$ cat src/rtl/fa_bist_pkg.sv
// Shared types and constants for the full-adder BIST controller and its golden model.
package fa_bist_pkg;

   typedef enum logic [1:0] {IDLE, APPLY, SAMPLE, DONE} state_t;

   localparam int unsigned NUM_VEC  = 8;
   localparam int unsigned VEC_W    = 3;
   localparam logic [VEC_W-1:0] LAST_VEC = 3'd7;

   localparam int unsigned A_BIT = 2;
   localparam int unsigned B_BIT = 1;
   localparam int unsigned C_BIT = 0;

endpackage

$ cat src/rtl/fa_bist_ctrl_if.sv
// Stimulus/response and result bundle between the BIST controller and its integrating top.
interface fa_bist_ctrl_if #(parameter int unsigned ERR_W = 4) ();
   import fa_bist_pkg::*;

   logic               start;
   logic               A;
   logic               B;
   logic               C;
   logic               sum_in;
   logic               carry_in;
   logic               busy;
   logic               done;
   logic               pass;
   logic [ERR_W-1:0]   err_count;
   logic [NUM_VEC-1:0] fail_mask;
   logic [VEC_W-1:0]   first_fail;
   logic               fail_valid;

   modport master (
      input  start, sum_in, carry_in,
      output A, B, C, busy, done, pass, err_count, fail_mask, first_fail, fail_valid
   );

   modport slave (
      output start, sum_in, carry_in,
      input  A, B, C, busy, done, pass, err_count, fail_mask, first_fail, fail_valid
   );

endinterface

$ cat src/rtl/fa_golden.sv
// Golden full-adder reference: expected sum and carry for one operand triple.
module fa_golden (
   input  logic a,
   input  logic b,
   input  logic c,
   output logic exp_sum,
   output logic exp_carry
);

   assign exp_sum   = a ^ b ^ c;
   assign exp_carry = (a & b) | (a & c) | (b & c);

endmodule

$ cat src/rtl/fa_bist_ctrl.sv
// Full-adder BIST controller: sweeps all 8 operand vectors, waits SETTLE cycles,
// then compares the FA response against the golden model and accumulates results.
module fa_bist_ctrl
   import fa_bist_pkg::*;
#(
   parameter int unsigned SETTLE = 2,
   parameter int unsigned ERR_W  = 4
) (
   input logic            clk,
   input logic            rst,
   fa_bist_ctrl_if.master bif
);

   localparam int unsigned SET_W = (SETTLE > 1) ? $clog2(SETTLE) : 1;

   state_t             state;
   logic [VEC_W-1:0]   vec;
   logic [SET_W-1:0]   settle;
   logic [VEC_W-1:0]   abc;
   logic               busy_q;
   logic               done_q;
   logic               pass_q;
   logic [ERR_W-1:0]   err_q;
   logic [NUM_VEC-1:0] mask_q;
   logic [VEC_W-1:0]   first_q;
   logic               fvalid_q;

   logic               exp_sum;
   logic               exp_carry;
   logic               mismatch_c;
   logic [ERR_W-1:0]   err_nxt_c;

   fa_golden u_golden (
      .a         (vec[A_BIT]),
      .b         (vec[B_BIT]),
      .c         (vec[C_BIT]),
      .exp_sum   (exp_sum),
      .exp_carry (exp_carry)
   );

   // Response check is only meaningful in the sample cycle; counter saturates.
   always_comb begin
      mismatch_c = 1'b0;
      err_nxt_c  = err_q;
      if (state == SAMPLE) begin
         mismatch_c = (bif.sum_in != exp_sum) || (bif.carry_in != exp_carry);
      end
      if (mismatch_c && (err_q != {ERR_W{1'b1}})) begin
         err_nxt_c = err_q + ERR_W'(1);
      end
   end

   always_ff @(posedge clk) begin
      if (rst) begin
         state    <= IDLE;
         vec      <= '0;
         settle   <= '0;
         abc      <= '0;
         busy_q   <= 1'b0;
         done_q   <= 1'b0;
         pass_q   <= 1'b0;
         err_q    <= '0;
         mask_q   <= '0;
         first_q  <= '0;
         fvalid_q <= 1'b0;
      end else begin
         unique case (state)
            IDLE, DONE: begin
               if (bif.start) begin
                  state    <= APPLY;
                  vec      <= '0;
                  settle   <= '0;
                  abc      <= '0;
                  busy_q   <= 1'b1;
                  done_q   <= 1'b0;
                  pass_q   <= 1'b0;
                  err_q    <= '0;
                  mask_q   <= '0;
                  first_q  <= '0;
                  fvalid_q <= 1'b0;
               end
            end
            APPLY: begin
               if (settle == SET_W'(SETTLE - 1)) begin
                  state  <= SAMPLE;
                  settle <= '0;
               end else begin
                  settle <= settle + SET_W'(1);
               end
            end
            SAMPLE: begin
               err_q <= err_nxt_c;
               if (mismatch_c) begin
                  mask_q[vec] <= 1'b1;
                  if (!fvalid_q) begin
                     first_q  <= vec;
                     fvalid_q <= 1'b1;
                  end
               end
               if (vec == LAST_VEC) begin
                  state  <= DONE;
                  abc    <= '0;
                  busy_q <= 1'b0;
                  done_q <= 1'b1;
                  pass_q <= (err_nxt_c == '0);
               end else begin
                  state  <= APPLY;
                  vec    <= vec + VEC_W'(1);
                  abc    <= vec + VEC_W'(1);
                  settle <= '0;
               end
            end
            default: state <= IDLE;
         endcase
      end
   end

   assign bif.A          = abc[A_BIT];
   assign bif.B          = abc[B_BIT];
   assign bif.C          = abc[C_BIT];
   assign bif.busy       = busy_q;
   assign bif.done       = done_q;
   assign bif.pass       = pass_q;
   assign bif.err_count  = err_q;
   assign bif.fail_mask  = mask_q;
   assign bif.first_fail = first_q;
   assign bif.fail_valid = fvalid_q;

endmodule
$ cat src/flat_wrapper.sv
// flat-port wrapper written by rule: the top's interface ports become plain ports
module fa_bist_ctrl_flat import fa_bist_pkg::*;
#(
   parameter int unsigned SETTLE = 2,
   parameter int unsigned ERR_W  = 4
)
  (clk, rst, bif_start, bif_sum_in, bif_carry_in, bif_A, bif_B, bif_C, bif_busy, bif_done, bif_pass, bif_err_count, bif_fail_mask, bif_first_fail, bif_fail_valid);
  fa_bist_ctrl_if #(.ERR_W(ERR_W)) bif_i ();
  input logic clk;
  input logic rst;
  input wire logic [$bits(bif_i.start)-1:0] bif_start;
  input wire logic [$bits(bif_i.sum_in)-1:0] bif_sum_in;
  input wire logic [$bits(bif_i.carry_in)-1:0] bif_carry_in;
  output wire logic [$bits(bif_i.A)-1:0] bif_A;
  output wire logic [$bits(bif_i.B)-1:0] bif_B;
  output wire logic [$bits(bif_i.C)-1:0] bif_C;
  output wire logic [$bits(bif_i.busy)-1:0] bif_busy;
  output wire logic [$bits(bif_i.done)-1:0] bif_done;
  output wire logic [$bits(bif_i.pass)-1:0] bif_pass;
  output wire logic [$bits(bif_i.err_count)-1:0] bif_err_count;
  output wire logic [$bits(bif_i.fail_mask)-1:0] bif_fail_mask;
  output wire logic [$bits(bif_i.first_fail)-1:0] bif_first_fail;
  output wire logic [$bits(bif_i.fail_valid)-1:0] bif_fail_valid;
  assign bif_i.start = bif_start;
  assign bif_i.sum_in = bif_sum_in;
  assign bif_i.carry_in = bif_carry_in;
  assign bif_A = bif_i.A;
  assign bif_B = bif_i.B;
  assign bif_C = bif_i.C;
  assign bif_busy = bif_i.busy;
  assign bif_done = bif_i.done;
  assign bif_pass = bif_i.pass;
  assign bif_err_count = bif_i.err_count;
  assign bif_fail_mask = bif_i.fail_mask;
  assign bif_first_fail = bif_i.first_fail;
  assign bif_fail_valid = bif_i.fail_valid;
  fa_bist_ctrl #(.SETTLE(SETTLE), .ERR_W(ERR_W)) u_core (.clk(clk), .rst(rst), .bif(bif_i));
endmodule
$ cat config.mk
export PLATFORM = sky130hd
export DESIGN_NAME = fa_bist_ctrl_flat
export DESIGN_NICKNAME = d
export VERILOG_FILES = /design/src/rtl/fa_bist_pkg.sv /design/src/rtl/fa_bist_ctrl_if.sv /design/src/rtl/fa_golden.sv /design/src/rtl/fa_bist_ctrl.sv /design/src/flat_wrapper.sv
export SDC_FILE = /design/constraint.sdc
export NUM_CORES = 1
export LEC_CHECK = 0
export CAP_MARGIN = 15
export CORE_MARGIN = 2
export CORE_UTILIZATION = 23
export CTS_CLUSTER_SIZE = 25
export DETAILED_ROUTE_END_ITERATION = 12
export PLACE_DENSITY = 0.45
export SLEW_MARGIN = 30
export SYNTH_ARGS = -nofsm -noshare
export SYNTH_HDL_FRONTEND = slang
export SYNTH_SLANG_ARGS = --single-unit
$ cat constraint.sdc
create_clock -name clk -period 3.65 [get_ports clk]
set_clock_uncertainty 0.1 [all_clocks]
set_input_delay 0.73 -clock clk [delete_from_list [all_inputs] [get_ports clk]]
set_output_delay 0.73 -clock clk [all_outputs]
set_load 0.03 [all_outputs]
==> impl_metrics.yaml <==
routing:
  wl_um: 3222
  num_vias: 1206
  dr.pass1.iters: 4
  drt_iter0_drc: 64
  vias_per_cell: 4.603
  wl_per_cell_um: 12.30
  drc_errors: 0
  final_antenna_net_count: 0
worst_setup_path:
  r2r_end: "u_core.bif.first_fail[1]"
  critPathKind: "flop to flop"
  required_ps: 3760
  cp-end-kind: "flop"
  slowest_delay_ps: 560
  cp-start-kind: "flop"
  rr_startpoint: "u_core.vec[2]"
  cp_slowest_cell: "fa_1"
  r2r_cells: 6
  crit_fanout: 6
  regToRegSetupSlack_ps: 1160
  arrival_ps: 2600
  cp_cell_sequence: "inv_1, fa_1, xor2_1, nand2_1, a22oi_2, mux2i_1"
grt:
  track_usage_pct: 10.56
  grt_pass1_wl_um: 5402
  antenna_found_initial: 0
  grt-ovfl-total: 0
  grt_max_degree: 17
  grtUsageMet1_pct: 14.82
  met3_usage_pct: 1.889
  busiest_layer: "met2"
  grt_pass1_vias: 1181
  met2_usage_pct: 15.98
placed_design:
  dpl.cell_count: 258
  dp_hpwl_um: 2309
  place_congestion: 0.8022
  placed_area_mm2: 0.001725
  portBuffers: 26
pwr:
  p_total_mw: 0.6489
  leakage_nw: 0.6219
  peakVddDrop_mv: 0.1480
  cellPowerDensity_mw_per_mm2: 361.2
floorplan:
  die_width_um: 81.29
  core_mm2: 0.005851
  die_area_mm2: 0.006607
  dieHeight_um: 81.29
  start_util_pct: 23.48
  boundaryPins: 27
  num_rows: 28
timing:
  hold_viol_final: 0
  worstMarginPinSlew_ps: 603.8
  finalSetupViolCount: 0
  min_period_ps: 2490
  rsz0062_at_grt: "no"
  setup-tns-final_ps: 0
  fmax_mhz: 401.6
  period_share_pct: 68.23
  maxSlewHeadroom_pct: 59.66
  drv_slew: 0
finish:
  final_common_cell: "dfxtp_1"
  most-common-layout-cells: "28 x dfxtp_1, 26 x clkdlybuf4s50_1, 22 x a21oi_1"
  final_nets: 204
  syn_to_final_growth_pct: 30.78
  n_antenna_cell: 0
  final_area_mm2: 0.001797
  final_cell_count_no_fill: 262
  drive_gt1_share_pct: 5.882
clocking:
  cts.sinks: 28
  clkLatencyLatePin_ps: 270
  cts_buffers: 3
  post_cts_buffers: 0
  cts_root_buffer: "clkbuf_8"
  clk_pin_slew_ps: 100
  cts_tree: "yes"
  cts_hold_buf: 0
  cts_resized: 0
  htree_levels: 1
  cts_buffer_depth: 2
yosys:
  yosys_warnings: 0
  synth_nets: 175
  async_flop_share_pct: 0
  yosysSeqAreaShare_pct: 40.80
  synth_enable_flop_cells: 0
  yosysUniqueCellTypes: 36
  ys_seq_elements: 28
  syn_area_mm2: 0.001374
  synthFlopType: "dfxtp_1"
  avgSynthCellArea_um2: 8.640
  synthCells: 159
run:
  maxCapViolations: 0
status:
  status: "finished, final reports clean"
worst_hold_path:
  worstHoldStart: "u_core.bif.fail_mask[1]"
  holdPathEnd: "u_core.bif.fail_mask[1]"
  whs_path_depth: 2
  worstHoldPathType: "flop to flop"
==> where the power goes <==
group	leakage (nW)	internal [mW]	total [mW]	switching [mW]
Clock	0.0357	0.147	0.248	0.101
Sequential	0.226	0.311	0.315	0.00469
Combinational	0.360	0.0336	0.0856	0.0520
Total	0.622	0.491	0.649	0.158
==> worst max path at each step <==
stage                                          end           from  depth (start not counted)
after floorplan            u_core.bif.err_count[3]  u_core.vec[2]                          6
after detailed placement  u_core.bif.first_fail[1]   bif_carry_in                          5
after CTS                 u_core.bif.first_fail[1]  u_core.vec[2]                          6
final                     u_core.bif.first_fail[1]  u_core.vec[2]                          6
after global placement    u_core.bif.first_fail[1]   bif_carry_in                          5
after global routing      u_core.bif.first_fail[0]  u_core.vec[2]                          6
==> cells by family (layout without fill, tap and decap cells) <==
group,Yosys count,count (layout),synth area share [%]
AO/OA/AOI/OAI,44,44,20.40
adder cells (fa/ha/maj),11,11,10.56
multiplexers,5,5,3.643
AND/OR/NAND/NOR,58,58,20.13
XOR/XNOR,2,2,1.275
buffers and inverters,11,39,3.187
flip-flops,28,28,40.80
==> final cells by class <==
cell class	count	area, µm²
Clock inverter	1	30.03
Multi-Input combinational cell	120	769.5
Timing Repair Buffer	28	275.3
Sequential cell	28	560.5
Fill cell	619	4054
Clock buffer	3	41.29
Tap cell	75	93.84
Inverter	7	26.28
==> per-stage QoR <==
step	setup slack (ps)	utilization, %	hold slack [ps]
floorplan	1481	-	366.2
detailed placement	1049	29.49	350.2
finish	1160	30.71	376.4
CTS	1124	30.71	376.4
global placement	1029	29.49	354.9
global route	963.2	30.71	388.7
==> synth_stat cells (2+ instances only) <==
| cell type | number | area [µm²] |
|---|---|---|
| nor3_1 | 4 | 20.02 |
| buf_2 | 2 | 10.01 |
| inv_1 | 7 | 26.28 |
| nand2_1 | 18 | 67.56 |
| nor2_1 | 19 | 71.32 |
| dfxtp_1 | 28 | 560.5 |
| nand2b_1 | 7 | 43.79 |
| o21ai_0 | 5 | 25.02 |
| a2111oi_2 | 2 | 30.03 |
| mux2i_1 | 5 | 50.05 |
| ha_1 | 10 | 125.1 |
| a21oi_1 | 22 | 110.1 |
| a211oi_1 | 2 | 15.01 |
| a31oi_1 | 3 | 18.77 |
| xor2_1 | 2 | 17.52 |
| a22oi_1 | 3 | 22.52 |
==> state kept, by name (all words and copies together), names as in the netlist <==
signal                 cells
u_core.bif.first_fail      3
u_core.bif.fail_valid      1
u_core.bif.fail_mask       8
u_core.vec                 3
u_core.bif.err_count       4
u_core.bif.pass            1
u_core.abc                 3
u_core.settle              1
u_core.bif.done            1
u_core.bif.busy            1
u_core.state               2
==> worst max-delay path, delay by kind of cell, from the launching register on <==
family | cells | cell delay (ps)
AO/OA/AOI/OAI | 1 | 280
AND/OR/NAND/NOR | 1 | 220
buffers and inverters | 1 | 140
flip-flops | 1 | 470
XOR/XNOR | 1 | 440
adder cells (fa/ha/maj) | 1 | 560
multiplexers | 1 | 220
==> layer usage <==
layer,share of wire (%),routed length (µm)
met5,0,0
met4,1.5,48
met3,3.7,118
met2,45,1450
met1,50,1604
Note: power is estimated with default switching activity, not from simulation.
